===== config.mk =====
export PLATFORM = sky130hd
export DESIGN_NAME = quantum_rr_arb
export DESIGN_NICKNAME = d
export VERILOG_FILES = /design/src/rtl/quantum_rr_arb.sv
export SDC_FILE = /design/constraint.sdc
export NUM_CORES = 1
export LEC_CHECK = 0
export BUFFER_PORTS_ARGS = -buffer_cell sky130_fd_sc_hd__buf_2
export CAP_MARGIN = 10
export CORE_MARGIN = 1
export CORE_UTILIZATION = 49
export CTS_CLUSTER_DIAMETER = 80
export DETAILED_ROUTE_END_ITERATION = 10
export PLACE_DENSITY = 0.72
export SLEW_MARGIN = 20
export SYNTH_ARGS = -nofsm -noshare
export SYNTH_HDL_FRONTEND = slang
export SYNTH_SLANG_ARGS = --single-unit
export TNS_END_PERCENT = 30

===== constraint.sdc =====
create_clock -name clock -period 2.25 [get_ports clock]
set_clock_uncertainty 0.15 [all_clocks]
set_input_delay 0 -clock clock [delete_from_list [all_inputs] [get_ports clock]]
set_output_delay 0 -clock clock [all_outputs]
set_load 0.005 [all_outputs]

===== src/rtl/quantum_rr_arb.sv =====
// Round-robin arbiter granting each holder a slice of `quantum` advance-qualified cycles.
// Optional feature: define QUANTUM_ARB_LOCK_EN to add the `lock` input that holds off expiry.
module quantum_rr_arb #(
    parameter int ports   = 4,
    parameter int quantum = 8
) (
    input  logic             clock,
    input  logic             reset_n,
    input  logic [ports-1:0] request,
    input  logic             advance,
`ifdef QUANTUM_ARB_LOCK_EN
    input  logic             lock,
`endif
    output logic [ports-1:0] grant,
    output logic             expire
);

    localparam int PW = (ports > 1) ? $clog2(ports) : 1;
    localparam int CW = (quantum > 1) ? $clog2(quantum) : 1;

    localparam logic [CW-1:0] CNT_LAST = CW'(quantum - 1);
    localparam logic [CW-1:0] CNT_ONE  = CW'(1);
    localparam logic [PW-1:0] LAST_IDX = PW'(ports - 1);
    localparam logic [PW-1:0] PTR_ONE  = PW'(1);
    localparam logic [PW:0]   PORTS_W  = (PW + 1)'(ports);

    typedef enum logic [0:0] {
        IDLE = 1'b0,
        BUSY = 1'b1
    } state_t;

    state_t             state_r;
    logic [PW-1:0]      h_r;
    logic [PW-1:0]      ptr_r;
    logic [CW-1:0]      cnt_r;
    logic [ports-1:0]   grant_r;
    logic               expire_r;

    logic [ports-1:0]   cand_s;
    logic               found_s;
    logic [PW-1:0]      pick_s;
    logic [PW:0]        idx_s;
    logic [PW-1:0]      next_ptr_s;
    logic               lock_s;

    function automatic logic [ports-1:0] to_onehot(input logic [PW-1:0] idx);
        logic [ports-1:0] vec;
        vec      = '0;
        vec[idx] = 1'b1;
        return vec;
    endfunction

`ifdef QUANTUM_ARB_LOCK_EN
    assign lock_s = lock;
`else
    assign lock_s = 1'b0;
`endif

    // Candidate set: while busy the holder is excluded so expiry only sees other requesters.
    always_comb begin
        if (state_r == BUSY) begin
            cand_s = request & ~to_onehot(h_r);
        end else begin
            cand_s = request;
        end
    end

    // First candidate at or after ptr, wrapping modulo ports.
    always_comb begin
        found_s = 1'b0;
        pick_s  = '0;
        idx_s   = '0;
        for (int k = 0; k < ports; k++) begin
            idx_s = {1'b0, ptr_r} + (PW + 1)'(k);
            if (idx_s >= PORTS_W) begin
                idx_s = idx_s - PORTS_W;
            end else begin
                idx_s = idx_s;
            end
            if (!found_s && cand_s[idx_s[PW-1:0]]) begin
                found_s = 1'b1;
                pick_s  = idx_s[PW-1:0];
            end else begin
                found_s = found_s;
            end
        end
    end

    // Pointer value that follows a grant to pick_s.
    always_comb begin
        if (pick_s == LAST_IDX) begin
            next_ptr_s = '0;
        end else begin
            next_ptr_s = pick_s + PTR_ONE;
        end
    end

    // Arbitration FSM; release outranks expiry, and a locked holder saturates its counter.
    always_ff @(posedge clock or negedge reset_n) begin
        if (!reset_n) begin
            state_r  <= IDLE;
            h_r      <= '0;
            ptr_r    <= '0;
            cnt_r    <= '0;
            grant_r  <= '0;
            expire_r <= 1'b0;
        end else begin
            expire_r <= 1'b0;
            case (state_r)
                IDLE: begin
                    if (found_s) begin
                        state_r <= BUSY;
                        h_r     <= pick_s;
                        ptr_r   <= next_ptr_s;
                        cnt_r   <= '0;
                        grant_r <= to_onehot(pick_s);
                    end
                end
                BUSY: begin
                    if (!request[h_r]) begin
                        cnt_r <= '0;
                        if (found_s) begin
                            h_r     <= pick_s;
                            ptr_r   <= next_ptr_s;
                            grant_r <= to_onehot(pick_s);
                        end else begin
                            state_r <= IDLE;
                            grant_r <= '0;
                        end
                    end else if (advance && (cnt_r == CNT_LAST)) begin
                        if (lock_s) begin
                            cnt_r <= CNT_LAST;
                        end else if (found_s) begin
                            h_r      <= pick_s;
                            ptr_r    <= next_ptr_s;
                            cnt_r    <= '0;
                            grant_r  <= to_onehot(pick_s);
                            expire_r <= 1'b1;
                        end else begin
                            cnt_r <= '0;
                        end
                    end else if (advance) begin
                        cnt_r <= cnt_r + CNT_ONE;
                    end
                end
                default: begin
                    state_r <= IDLE;
                    cnt_r   <= '0;
                    grant_r <= '0;
                end
            endcase
        end
    end

    assign grant  = grant_r;
    assign expire = expire_r;

endmodule


## Word level (Yosys, flattened, before mapping)

Index checks and enable logic that the tools add are counted.

- Register bits after elaboration: 13
- Input port bits: 7
- Output and inout port bits: 5
- Logic and storage cells: 97

- Add/subtract/negate cells: 9
- Magnitude comparators: 12
- Equal/unequal tests: 5
- Multiplexer cells: 52
- Bitwise gates (word level): 3
- Reduce and logical (&&, ||, !) cells: 10

Operators by type and width:

| kind | count |
|---|---|
| $mux W2 | 15 |
| $mux W4 | 5 |
| $lt A2 B3 Y1 const B | 6 |
| $mux W1 | 16 |
| $mux W3 | 4 |
| $bmux W1 S2 | 5 |
| $ge A3 B3 Y1 const B | 3 |
| $pmux W2 S2 | 2 |
| $pmux W4 S2 | 1 |
| $sub A2 B1 Y2 const B | 4 |
| $add A2 B2 Y3 const B | 2 |
| $logic_and A1 B1 Y1 | 6 |
| $pmux W3 S2 | 1 |
| $and A4 B4 Y4 | 1 |
| $demux W1 S2 | 2 |
| $ge A2 B1 Y1 const B | 2 |
| $ne A4 B3 Y1 const B | 1 |
| $not A4 Y4 | 1 |
| $add A2 B1 Y3 const B | 1 |
| $add A3 B1 Y3 const B | 1 |
| $eq A3 B3 Y1 const B | 1 |
| $ge A2 B3 Y1 const B | 1 |
| $logic_not A1 Y1 | 3 |
| $ne A3 B2 Y1 const B | 1 |
| 6 further kinds | 6 |

## Depth between registers and ports, before layout

- Word-level depth: 27
- Mapped depth: 10
- Gate-level depth less buffers: 9

## Worst setup path before layout

No wires, ideal clock.

- Path type: register -> register
- From: reg ptr_r[0]
- To: reg grant_r[0] (netlist: grant[0])
- Library setup time: 0.121 ns
- Data arrival time: 2.023 ns
- Required time: 1.979 ns
- Slack: -0.044 ns
- Cell stages (with the launch flop): 10
- Path buffers: 1
- Period minus slack after synthesis: 2.294 ns
- Path through: dfrtp_1 -> buf_4 -> xnor2_1 -> a31oi_1 -> nand2b_1 -> a22oi_1 -> nor3_1 -> inv_1 -> ha_1 -> a22o_1

- Longest elaborated chain between the ends: 22
- Elaborated cells on any way between the ends: 47
- Classes of those cells: add/sub: 7; order compare: 6; mux: 27; reduce/logical: 7

RTL lines:

| what | RTL line | source |
|---|---|---|
| start, declared | 34 | `logic [PW-1:0] ptr_r;` |
| start signal, assigned | 114 | `ptr_r <= next_ptr_s;` |
| start signal, assigned | 124 | `ptr_r <= next_ptr_s;` |
| start signal, assigned | 135 | `ptr_r <= next_ptr_s;` |
| parallel branches: the longest is 13 deep, another holds $add A2 B1 Y3 | n/a |  |
| $mux W2 (*) | 80 | `if (!found_s && cand_s[idx_s[PW-1:0]]) begin` |
| net pick_s[0] | 41 | `logic [PW-1:0] pick_s;` |
| $lt A2 B3 Y1 (implied by the code) or $ge A2 B1 Y1 (tied branches) | 49 | `vec[idx] = 1'b1;` |
| $logic_and A1 B1 Y1 (implied by the code) | 49 |  |
| $mux W1 (implied by the code) | 49 |  |
| $demux W1 S2 (*) | 49 |  |
| $mux W4 | 111, 133 |  |
| $mux W4 | 130 | `end else if (advance && (cnt_r == CNT_LAST)) begin` |
| $mux W4 | 120 | `if (!request[h_r]) begin` |
| $pmux W4 S2 (*) | 109 | `case (state_r)` |
| end signal, assigned | 116 | `grant_r <= to_onehot(pick_s);` |
| end signal, assigned | 125 | `grant_r <= to_onehot(pick_s);` |
| end signal, assigned | 137 | `grant_r <= to_onehot(pick_s);` |
| end, declared | 36 | `logic [ports-1:0] grant_r;` |

Mark *: on every way through the listed nets, which the timed path passes. The select of a mux whose other input is x is not followed.
A chain may end at the register's enable or synchronous reset.

## Final worst setup path

- From: reg ptr_r[0]
- To: reg grant_r[0] (netlist: grant[0])

- Longest elaborated chain between the ends: 22
- Elaborated cells on any way between the ends: 47
- Classes of those cells: add/sub: 7; order compare: 6; mux: 27; reduce/logical: 7

RTL lines:

| what | RTL line |
|---|---|
| parallel branches: the longest is 21 deep, another holds $add A2 B1 Y3 | n/a |
| $pmux W4 S2 (*) | 109 |

Every way passes the cells marked *. The select of a mux whose other input is x is not followed.

==> results.py <==
metrics = {
    "global_route": {
        "grt_use_met2": 0.421,
        "grt_pass1_wl_um": 3460,
        "antenna_found_initial": 0,
        "track_usage": 0.245,
        "use_met1": 0.320,
        "grt-ovfl-total": 0,
        "grt_max_degree": 9,
        "busiest_layer": "met2",
        "use_met3": 0.0375,
        "grt_pass1_vias": 792,
    },
    "synthesis": {
        "yosys_register_bits": 13,
        "synth_nets": 97,
        "syn_area_per_cell_um2": 10.2,
        "async_reset_ff_frac": 1.00,
        "synth_warnings": 0,
        "ys_seq_area_frac": 0.378,
        "synthFlopType": "dfrtp_1",
        "syn_inst": 84,
        "synth_top_area_frac": 0.378,
        "synth_top_cell_by_area": "dfrtp_1",
        "syn-cell-area_um2": 860,
        "ys_top_cells_by_area": "dfrtp_1, ha_1, nand2_1",
        "ys_types": 40,
        "synth_edf_count": 0,
    },
    "sta": {
        "grt_setup_unrepaired": "true",
        "slew_headroom": 0.771,
        "period_needed_ps": 2360,
        "max_freq_mhz": 424,
        "tns_ps": -452,
        "finalSetupViolCount": 7,
        "hold_viol": 0,
        "min_period_over_period": 1.05,
        "worst_pin_slew_ps": 342,
        "maxSlewViolCount": 0,
        "layout_setup_ws_ps": -110,
    },
    "route": {
        "drt_iter0_drc": 23,
        "routed_wl_um": 2260,
        "routed_via_density": 6.16,
        "wl_per_cell_um": 17.1,
        "drtAntennaViolNets": 0,
        "route.detailed.drc": 0,
        "dr.pass1.iters": 4,
        "num_vias": 813,
    },
    "critical_path": {
        "critPathKind": "flip-flop to flip-flop",
        "cp.required_ps": 2280,
        "rr_startpoint": "ptr_r[0]",
        "startpoint_type": "flip-flop",
        "cp_max_fo": 7,
        "critPathLaunch": "ptr_r[0]",
        "end_kind": "flip-flop",
        "cp.arrival_ps": 2390,
    },
    "floorplan": {
        "initial_core_util": 0.545,
        "io_pins": 12,
        "core.rowCount": 14,
        "die_y_um": 43.9,
        "die_w_um": 43.9,
        "core-area_um2": 1580,
        "die-area_um2": 1930,
    },
    "power": {
        "vdd_ir_drop_max_uv": 1020,
        "powerDensity_nw_per_um2": 1760,
        "leakagePower_nw": 0.573,
    },
    "outcome": {
        "violations": "setup timing",
        "outcome": "finished with violations",
    },
    "clocking": {
        "clkSlewWorstSetupHoldPaths_ps": 90,
        "clockRootBuffer": "clkbuf_4",
        "numClockSinks": 13,
        "cts_tree": "built",
        "cts_buffer_depth": 2,
        "h-tree-depth": 1,
        "cts_buffers": 3,
        "clock_latency_ps": 300,
    },
    "cells_and_area": {
        "seq_area_um2": 328,
        "area_delta_synth_final_pct": 40.9,
        "layout_common_cells": "buf_4, nand2_1, dfrtp_1, buf_2, ha_1",
        "final_common_cell": "buf_4",
        "stdcell_count": 132,
        "multi_input_area_um2": 607,
        "drive_gt1_frac": 0.405,
        "num_antenna_cells": 0,
        "fillers": 100,
        "nets": 130,
    },
    "hold_path": {
        "hp-start": "request[3]",
        "hold_class": "input port to flip-flop",
    },
    "placement": {
        "portBuffers": 11,
        "dp_cells": 122,
        "dpl.hpwl_um": 1420,
        "gp_congestion": 0.847,
    },
    "job": {
        "cap_violations": 0,
    },
}
==> cells in the mapped netlist, types with 2 or more instances <==
cell      count
dfrtp_1      13
ha_1          6
nand2_1      13
nor3_1        3
a22o_1        4
nor2_1        2
nand2b_1      3
mux2i_1       2
a21oi_1       2
a31oi_1       2
o21ai_0       3
inv_1         3
==> per-stage QoR <==
| step | worst slack, ps | hold WS (ps) | util | power (mW) | cell area, um^2 |
|---|---|---|---|---|---|
| floorplan | -14.1 | -446 | - | 1.26 | 865 |
| global placement | -82.4 | -246 | 0.648 | 1.61 | 1020 |
| detailed placement | -98.2 | -235 | 0.648 | 1.63 | 1020 |
| CTS | -12.9 | 251 | 0.725 | 1.94 | 1140 |
| global route | -190 | 324 | 0.768 | 2.29 | 1210 |
| finish | -110 | 238 | 0.768 | 2.13 | 1210 |
==> registers in the layout, summed over array words and instances, names as in the netlist <==
| signal | count |
|---|---|
| cnt_r | 3 |
| expire | 1 |
| grant | 4 |
| h_r | 2 |
| ptr_r | 2 |
| state_r | 1 |
==> what timing repair did <==
action,4_1_cts,5_1_grt
pin swaps,2,7
resized for setup,7,10
endpoints found under the hold margin,16,0
endpoints found under the setup margin,10,10
hold buffers,4,0
setup buffers,2,0
==> final cells by class <==
cell class / count / share of cell area
inverters: 3 / 0.00930
multi-input cells: 65 / 0.501
repair buffers: 31 / 0.181
well taps: 16 / 0.0165
flip-flops and latches: 13 / 0.271
clock buffers: 4 / 0.0217
==> per-layer routing <==
metal,vias up,part of all wire
li1,380,-
met1,404,0.46
met2,25,0.48
met3,4,0.038
met4,0,0.020
met5,-,0
==> cells by family (layout without fill, tap and decap cells) <==
family                   after synthesis  after routing  share of synthesized area
multiplexers                           5              5                     0.0801
adder cells (fa/ha/maj)                6              6                     0.0873
AND/OR/NAND/NOR                       29             29                      0.181
XOR/XNOR                               2              2                     0.0204
buffers and inverters                  6             38                     0.0393
flip-flops                            13             13                      0.378
AO/OA/AOI/OAI                         23             23                      0.214
==> where the power goes <==
part | internal [mW] | leakage [nW] | total (mW) | switching [mW]
clock network | 0.0691 | 0.0150 | 0.158 | 0.0890
registers | 0.335 | 0.162 | 0.466 | 0.131
logic | 0.753 | 0.395 | 1.51 | 0.758
==> critical path, cell delays in order, from the launching register on <==
cell and delay, ps:
dfrtp_2 530, mux2i_2 300, a31oi_4 80, nand2b_1 210
buf_4 160, nor3b_1 290, buf_4 200, a31oi_4 100
a22o_1 210
==> path summary, 6_finish.rpt <==
| check | cells past startpoint | end | slack, ps |
|---|---|---|---|
| worst min-delay path | 4 | cnt_r[2] | 240 |
| max in group asynchronous | 4 | ptr_r[0] | 470 |
| worst max-delay path | 8 | grant[0] | -110 |
| min in group asynchronous | 3 | cnt_r[1] | 480 |
| worst max register to register | 8 | grant[0] | -110 |
| worst min register to register | 2 | cnt_r[1] | 350 |
Note: power is estimated with default switching activity, not from simulation.
